===== src/rtl/key_event_fifo.sv =====
// Keyboard event queue between hps_io ps2_key and the core's key_ready/key_stroke/key_code inputs.
// Optional typematic-repeat suppression is compiled in with `define KEY_REPEAT_FILTER_EN.
module key_event_fifo #(
   parameter int DEPTH      = 8,
   parameter int GAP_CYCLES = 4096
) (
   input  logic        clk_sys,
   input  logic        reset_n,
   input  logic [10:0] ps2_key,
   input  logic        ovf_clr,
   output logic        key_ready,
   output logic        key_stroke,
   output logic [9:0]  key_code,
   output logic [6:0]  fifo_level,
   output logic        overflow
);

   localparam int AW = $clog2(DEPTH);
   localparam int PW = AW + 1;
   localparam int GW = (GAP_CYCLES > 1) ? $clog2(GAP_CYCLES) : 1;
   localparam logic [PW-1:0] PTR_ONE  = PW'(1);
   localparam logic [GW-1:0] GAP_LOAD = GW'(GAP_CYCLES - 1);
   localparam logic [GW-1:0] GAP_ONE  = GW'(1);
   localparam logic [GW-1:0] GAP_ZERO = GW'(0);

   typedef enum logic [1:0] {
      ST_IDLE = 2'd0,
      ST_EMIT = 2'd1,
      ST_GAP  = 2'd2
   } state_t;

   state_t        state_q;
   logic [GW-1:0] gap_cnt_q;
   logic          tgl_q;
   logic [PW-1:0] wr_ptr_q, wr_ptr_d;
   logic [PW-1:0] rd_ptr_q, rd_ptr_d;
   logic [6:0]    level_q, level_d;
   logic          ovf_q;
   logic          ready_q;
   logic          stroke_q;
   logic [9:0]    code_q;
   logic [9:0]    mem_q [DEPTH];

   logic          event_s;
   logic          empty_s;
   logic          full_s;
   logic          pop_s;
   logic          discard_s;
   logic          want_push_s;
   logic          push_s;
   logic          drop_s;
   logic [9:0]    head_s;

   assign event_s = ps2_key[10] ^ tgl_q;
   assign empty_s = (wr_ptr_q == rd_ptr_q);
   assign full_s  = (wr_ptr_q[AW] != rd_ptr_q[AW]) &&
                    (wr_ptr_q[AW-1:0] == rd_ptr_q[AW-1:0]);
   assign pop_s   = (state_q == ST_EMIT);
   assign head_s  = mem_q[rd_ptr_q[AW-1:0]];

`ifdef KEY_REPEAT_FILTER_EN
   // {valid, extended, scan code} of the most recent queued make
   logic [9:0] last_make_q;
   logic       match_s;

   assign match_s   = last_make_q[9] && (last_make_q[8:0] == ps2_key[8:0]);
   assign discard_s = event_s && ps2_key[9] && match_s;

   // Track the last queued make; a matching break re-arms the filter
   always_ff @(posedge clk_sys or negedge reset_n) begin
      if (!reset_n) begin
         last_make_q <= 10'd0;
      end else if (push_s && ps2_key[9]) begin
         last_make_q <= {1'b1, ps2_key[8:0]};
      end else if (event_s && !ps2_key[9] && match_s) begin
         last_make_q[9] <= 1'b0;
      end
   end
`else
   assign discard_s = 1'b0;
`endif

   // A full FIFO still accepts a push when the EMIT pop frees a slot this cycle
   assign want_push_s = event_s && !discard_s;
   assign push_s      = want_push_s && (!full_s || pop_s);
   assign drop_s      = want_push_s && full_s && !pop_s;

   // Next pointer and occupancy values
   always_comb begin
      wr_ptr_d = wr_ptr_q;
      rd_ptr_d = rd_ptr_q;
      level_d  = level_q;
      if (push_s) begin
         wr_ptr_d = wr_ptr_q + PTR_ONE;
      end else begin
         wr_ptr_d = wr_ptr_q;
      end
      if (pop_s) begin
         rd_ptr_d = rd_ptr_q + PTR_ONE;
      end else begin
         rd_ptr_d = rd_ptr_q;
      end
      case ({push_s, pop_s})
         2'b10:   level_d = level_q + 7'd1;
         2'b01:   level_d = level_q - 7'd1;
         default: level_d = level_q;
      endcase
   end

   // Edge detector, FIFO pointers, occupancy and sticky overflow
   always_ff @(posedge clk_sys or negedge reset_n) begin
      if (!reset_n) begin
         tgl_q    <= 1'b0;
         wr_ptr_q <= '0;
         rd_ptr_q <= '0;
         level_q  <= 7'd0;
         ovf_q    <= 1'b0;
      end else begin
         tgl_q    <= ps2_key[10];
         wr_ptr_q <= wr_ptr_d;
         rd_ptr_q <= rd_ptr_d;
         level_q  <= level_d;
         if (drop_s) begin
            ovf_q <= 1'b1;
         end else if (ovf_clr) begin
            ovf_q <= 1'b0;
         end
      end
   end

   // Entry storage; contents are don't-care while the pointers say empty
   always_ff @(posedge clk_sys) begin
      if (push_s) begin
         mem_q[wr_ptr_q[AW-1:0]] <= ps2_key[9:0];
      end
   end

   // Strobe sequencer: output is loaded from the head on entry to EMIT
   always_ff @(posedge clk_sys or negedge reset_n) begin
      if (!reset_n) begin
         state_q   <= ST_IDLE;
         gap_cnt_q <= GAP_ZERO;
         ready_q   <= 1'b0;
         stroke_q  <= 1'b0;
         code_q    <= 10'd0;
      end else begin
         case (state_q)
            ST_IDLE: begin
               if (!empty_s) begin
                  state_q  <= ST_EMIT;
                  ready_q  <= 1'b1;
                  stroke_q <= head_s[9];
                  code_q   <= {1'b0, head_s[8:0]};
               end else begin
                  ready_q  <= 1'b0;
               end
            end
            ST_EMIT: begin
               ready_q   <= 1'b0;
               gap_cnt_q <= GAP_LOAD;
               state_q   <= (GAP_CYCLES == 1) ? ST_IDLE : ST_GAP;
            end
            ST_GAP: begin
               ready_q <= 1'b0;
               // Leaving on the count of one keeps strobes exactly GAP_CYCLES+1 apart
               if (gap_cnt_q <= GAP_ONE) begin
                  gap_cnt_q <= GAP_ZERO;
                  state_q   <= ST_IDLE;
               end else begin
                  gap_cnt_q <= gap_cnt_q - GAP_ONE;
               end
            end
            default: begin
               state_q   <= ST_IDLE;
               ready_q   <= 1'b0;
               gap_cnt_q <= GAP_ZERO;
            end
         endcase
      end
   end

   assign key_ready  = ready_q;
   assign key_stroke = stroke_q;
   assign key_code   = code_q;
   assign fifo_level = level_q;
   assign overflow   = ovf_q;

endmodule


===== config.mk =====
export PLATFORM = sky130hd
export DESIGN_NAME = key_event_fifo
export DESIGN_NICKNAME = d
export VERILOG_FILES = /design/src/rtl/key_event_fifo.sv
export SDC_FILE = /design/constraint.sdc
export NUM_CORES = 1
export LEC_CHECK = 0
export ABC_CLOCK_PERIOD_IN_PS = 2550
export BUFFER_PORTS_ARGS = -buffer_cell sky130_fd_sc_hd__clkbuf_2
export CORE_MARGIN = 3
export CORE_UTILIZATION = 30
export DETAILED_ROUTE_END_ITERATION = 10
export SLEW_MARGIN = 20
export SYNTH_ARGS = -nofsm -noshare
export SYNTH_HDL_FRONTEND = slang
export SYNTH_SLANG_ARGS = --single-unit

===== constraint.sdc =====
create_clock -name clk_sys -period 2.55 [get_ports clk_sys]
set_clock_uncertainty 0.2 [all_clocks]
set_input_delay 0.765 -clock clk_sys [delete_from_list [all_inputs] [get_ports clk_sys]]
set_output_delay 0.765 -clock clk_sys [all_outputs]
set_load 0.03 [all_outputs]

==> results.md <==
- Status: finished, final reports clean
- TritonRoute pass-1 iters: 5
- Die X: 139 um
- M2 GR Usage: 18.7%
- Final instance area: ~6600 um^2
- Pre-CTS setup slack: -0.163 ns
- Drt initial violations: about 160
- Data required time at the worst endpoint: between 2 and 3 ns
- Maxcap violations: 0
- Vias in the first global route: 3265
- Clock Latency Late Sink: 0.41 ns
- Initial Util: slightly above 30%
- Post-Place Cell Area: approximately 5900 um^2
- First-pass GRT wire length: between 15000 and 20000 um
- Count of final max-slew check failures: 0
- Via count: roughly 3100
- Final setup viols: 0
- Fin crit share: around 93%
- Yosys top cell area share: between 40% and 50%
- Vias per cell: 4.72
- CTS max path bufs: 2
- Post-synth ARST share: 34.4%
- Period minus WS final: between 2 and 2.5 ns
- GRT Total Usage: between 10% and 20%
- Main synth FF type: edfxtp_1
- Synth Register Bits: ~120
- Row cnt: between 40 and 50
- Worst Reg-to-Reg Cells: 5
- Antenna-violating nets left: 0
- Unique masters post-synth: between 50 and 60
- Ant. Diodes: 0
- DIE AREA: 19400 um^2
- Clk sinks: ~120
- Fillers: 1635
- Fin Setup TNS: 0 ns
- Most frequent cell after synthesis: edfxtp_1
- CTS H-tree lvls: 4
- Drt wl/cell: roughly 16 um
- R2R Path Start: gap_cnt_q[9]$_DFFE_PN0N_
- Chip Height: ~140 um
- Final GP Congestion: between 0.8 and 0.9
- Worst Setup End Kind: register
- Most Used Layer, Global Route: met2
- Number of warnings issued by yosys: 0
- Syn Area/Cell: about 15 um^2
- RSZ-0062 raised after global routing: false
- Syn Nets: roughly 390
- Final net count: roughly 450
- Cts bufs inserted: 17
- Startpoint Class: register
- Register area share after synthesis: between 60% and 70%
- CORE AREA: ~17000 um^2
- Endpoint of the worst register-to-register path: gap_cnt_q[10]$_DFFE_PN0N_
- Mapped cell area: approximately 5300 um^2
- EDFF count, synth: 80
- Pwr dens: between 1000 and 1500 nW/um^2
- Layout cells sized above 1: between 20 and 30%
- Largest net degree at the start of global routing: 24
- Max IR drop VDD: a little over 0.8 mV
- Final WS setup: approximately 0.17 ns
- Leakage: ~0.0026 uW
- Largest fanout on the critical path: 7
- Total grt overflow: 0
- Fmax: 420 MHz
- Boundary pin count: 34
- Crit Path Class: reg -> reg
- Hold Fails Final Rpt: 0
- CTS clk-pin slew, worst paths: approximately 0.060 ns
- Yosys top cell by area: edfxtp_1
- Most frequent cells after synthesis: edfxtp_1 (80), dfrtp_1 (42), nand2_1 (27), mux4_2 (20), nor2_1 (19)
- DRC: 0
- Mapped Cells: around 360
- Port bufs: 32
- Final WL: approximately 11000 um
- Global Route met3 Usage: 4.59%
- CTS tree: done
- Initial antenna violation count: 0
- Hold WC Path Type: in -> async
- Fin util: 38.0%
- DP HPWL: a little over 7000 um
- Layout area overhead: 23.6%
- Post-CTS Setup Bufs: 0
- Grt met1 use: 15.9%
- Worst EP arrival: roughly 2.5 ns
- Reg2Reg Setup Slack: about 0.17 ns
- Top cells by area, synth: edfxtp_1 (45%), dfrtp_1 (20%), mux4_2 (8.5%), ha_1 (3.1%), mux2i_1 (2.3%)
- Root buffer cell: clkbuf_16
-- registers in the layout (all words and copies together), names as in the netlist --
| name | flops |
|---|---|
| mem_q | 80 |
| gap_cnt_q | 12 |
| key_code | 9 |
| fifo_level | 7 |
| rd_ptr_q | 4 |
| wr_ptr_q | 4 |
| state_q | 2 |
| key_ready | 1 |
| key_stroke | 1 |
| overflow | 1 |
| tgl_q | 1 |
-- placed cells by master, fill, tap and decap left out, types with 3 or more instances in the layout --
| cell | instances |
|---|---|
| mux2_2 | 3 |
| inv_1 | 13 |
| nor2_1 | 19 |
| dfrtp_1 | 42 |
| nand2b_1 | 3 |
| nand4_1 | 3 |
| o21a_1 | 3 |
| a21oi_1 | 14 |
| buf_4 | 30 |
| o21ai_0 | 16 |
| xor2_1 | 9 |
| inv_6 | 7 |
| nand2_1 | 27 |
| mux4_2 | 20 |
| bufinv_16 | 3 |
| clkbuf_2 | 32 |
| xnor2_1 | 7 |
| a211oi_1 | 4 |
| ha_1 | 13 |
| o311ai_0 | 3 |
| edfxtp_1 | 80 |
| nor3_1 | 7 |
| mux2i_1 | 12 |
| clkbuf_16 | 17 |
| or3_1 | 5 |
-- stage by stage --
stage / power, uW / std cells / hold slack (ns)
floorplan: 5430 / 361 / 0.250
global placement: 6400 / 631 / 0.263
detailed placement: 6500 / 631 / 0.271
CTS: 8990 / 663 / 0.0987
global route: 9480 / 663 / 0.107
finish: 8890 / 663 / 0.0943
-- power breakdown --
group	total (uW)	switching, uW	internal (uW)
clock	2480	924	1560
sequential	2960	316	2650
combinational	3450	1970	1480
-- worst max path at each step --
| stage | start | to | slack [ns] | cells after the start |
|---|---|---|---|---|
| after floorplan | ps2_key[10] | mem_q[1][0]$_DFFE_PP_ | 0.03 | 3 |
| after global placement | ps2_key[10] | fifo_level[6]$_DFFE_PN0P_ | -0.12 | 10 |
| after detailed placement | ps2_key[10] | fifo_level[6]$_DFFE_PN0P_ | -0.16 | 10 |
| after CTS | gap_cnt_q[0]$_DFFE_PN0N_ | gap_cnt_q[8]$_DFFE_PN0N_ | 0.10 | 7 |
| after global routing | state_q[1]$_DFFE_PN0P_ | fifo_level[5]$_DFFE_PN0P_ | 0.0002 | 11 |
| final | gap_cnt_q[9]$_DFFE_PN0N_ | gap_cnt_q[10]$_DFFE_PN0N_ | 0.17 | 5 |
-- cell families after synthesis --
logic type | Yosys count | synth area share (%)
flip-flops | 122 | 65.0
XOR/XNOR | 17 | 2.80
adder cells (fa/ha/maj) | 14 | 3.44
AO/OA/AOI/OAI | 60 | 7.16
multiplexers | 35 | 11.4
buffers and inverters | 33 | 2.61
AND/OR/NAND/NOR | 79 | 7.58
other | 1 | 0.0706
-- worst max-delay path: stages, from the launching register on --
cell and delay [ns]:
dfrtp_1 0.42, or4_4 0.55, or4_4 0.48, nor2b_4 0.19, nor3_4 0.23, and3b_1 0.21
-- layer usage --
layer	up-vias	routed length, um
li1	1495	-
met1	1562	4950
met2	65	5200
met3	6	584
met4	0	76
met5	-	0
-- timing repair --
action                                  in CTS  in global routing
hold buffers                                 0                  0
gates resized for setup                      0                  2
endpoints found under the setup margin       0                  2
-- final cells by class --
cell class	count	area, um^2	share of cell area (%)
sequential	122	3450	52.6
clock inverter	15	185	2.82
inverter	14	52.6	0.800
tap	225	282	4.29
multi-input combinational	206	1750	26.6
clock buffer	17	425	6.48
timing repair buffer	64	425	6.48
Note: power is estimated with default switching activity, not from simulation.
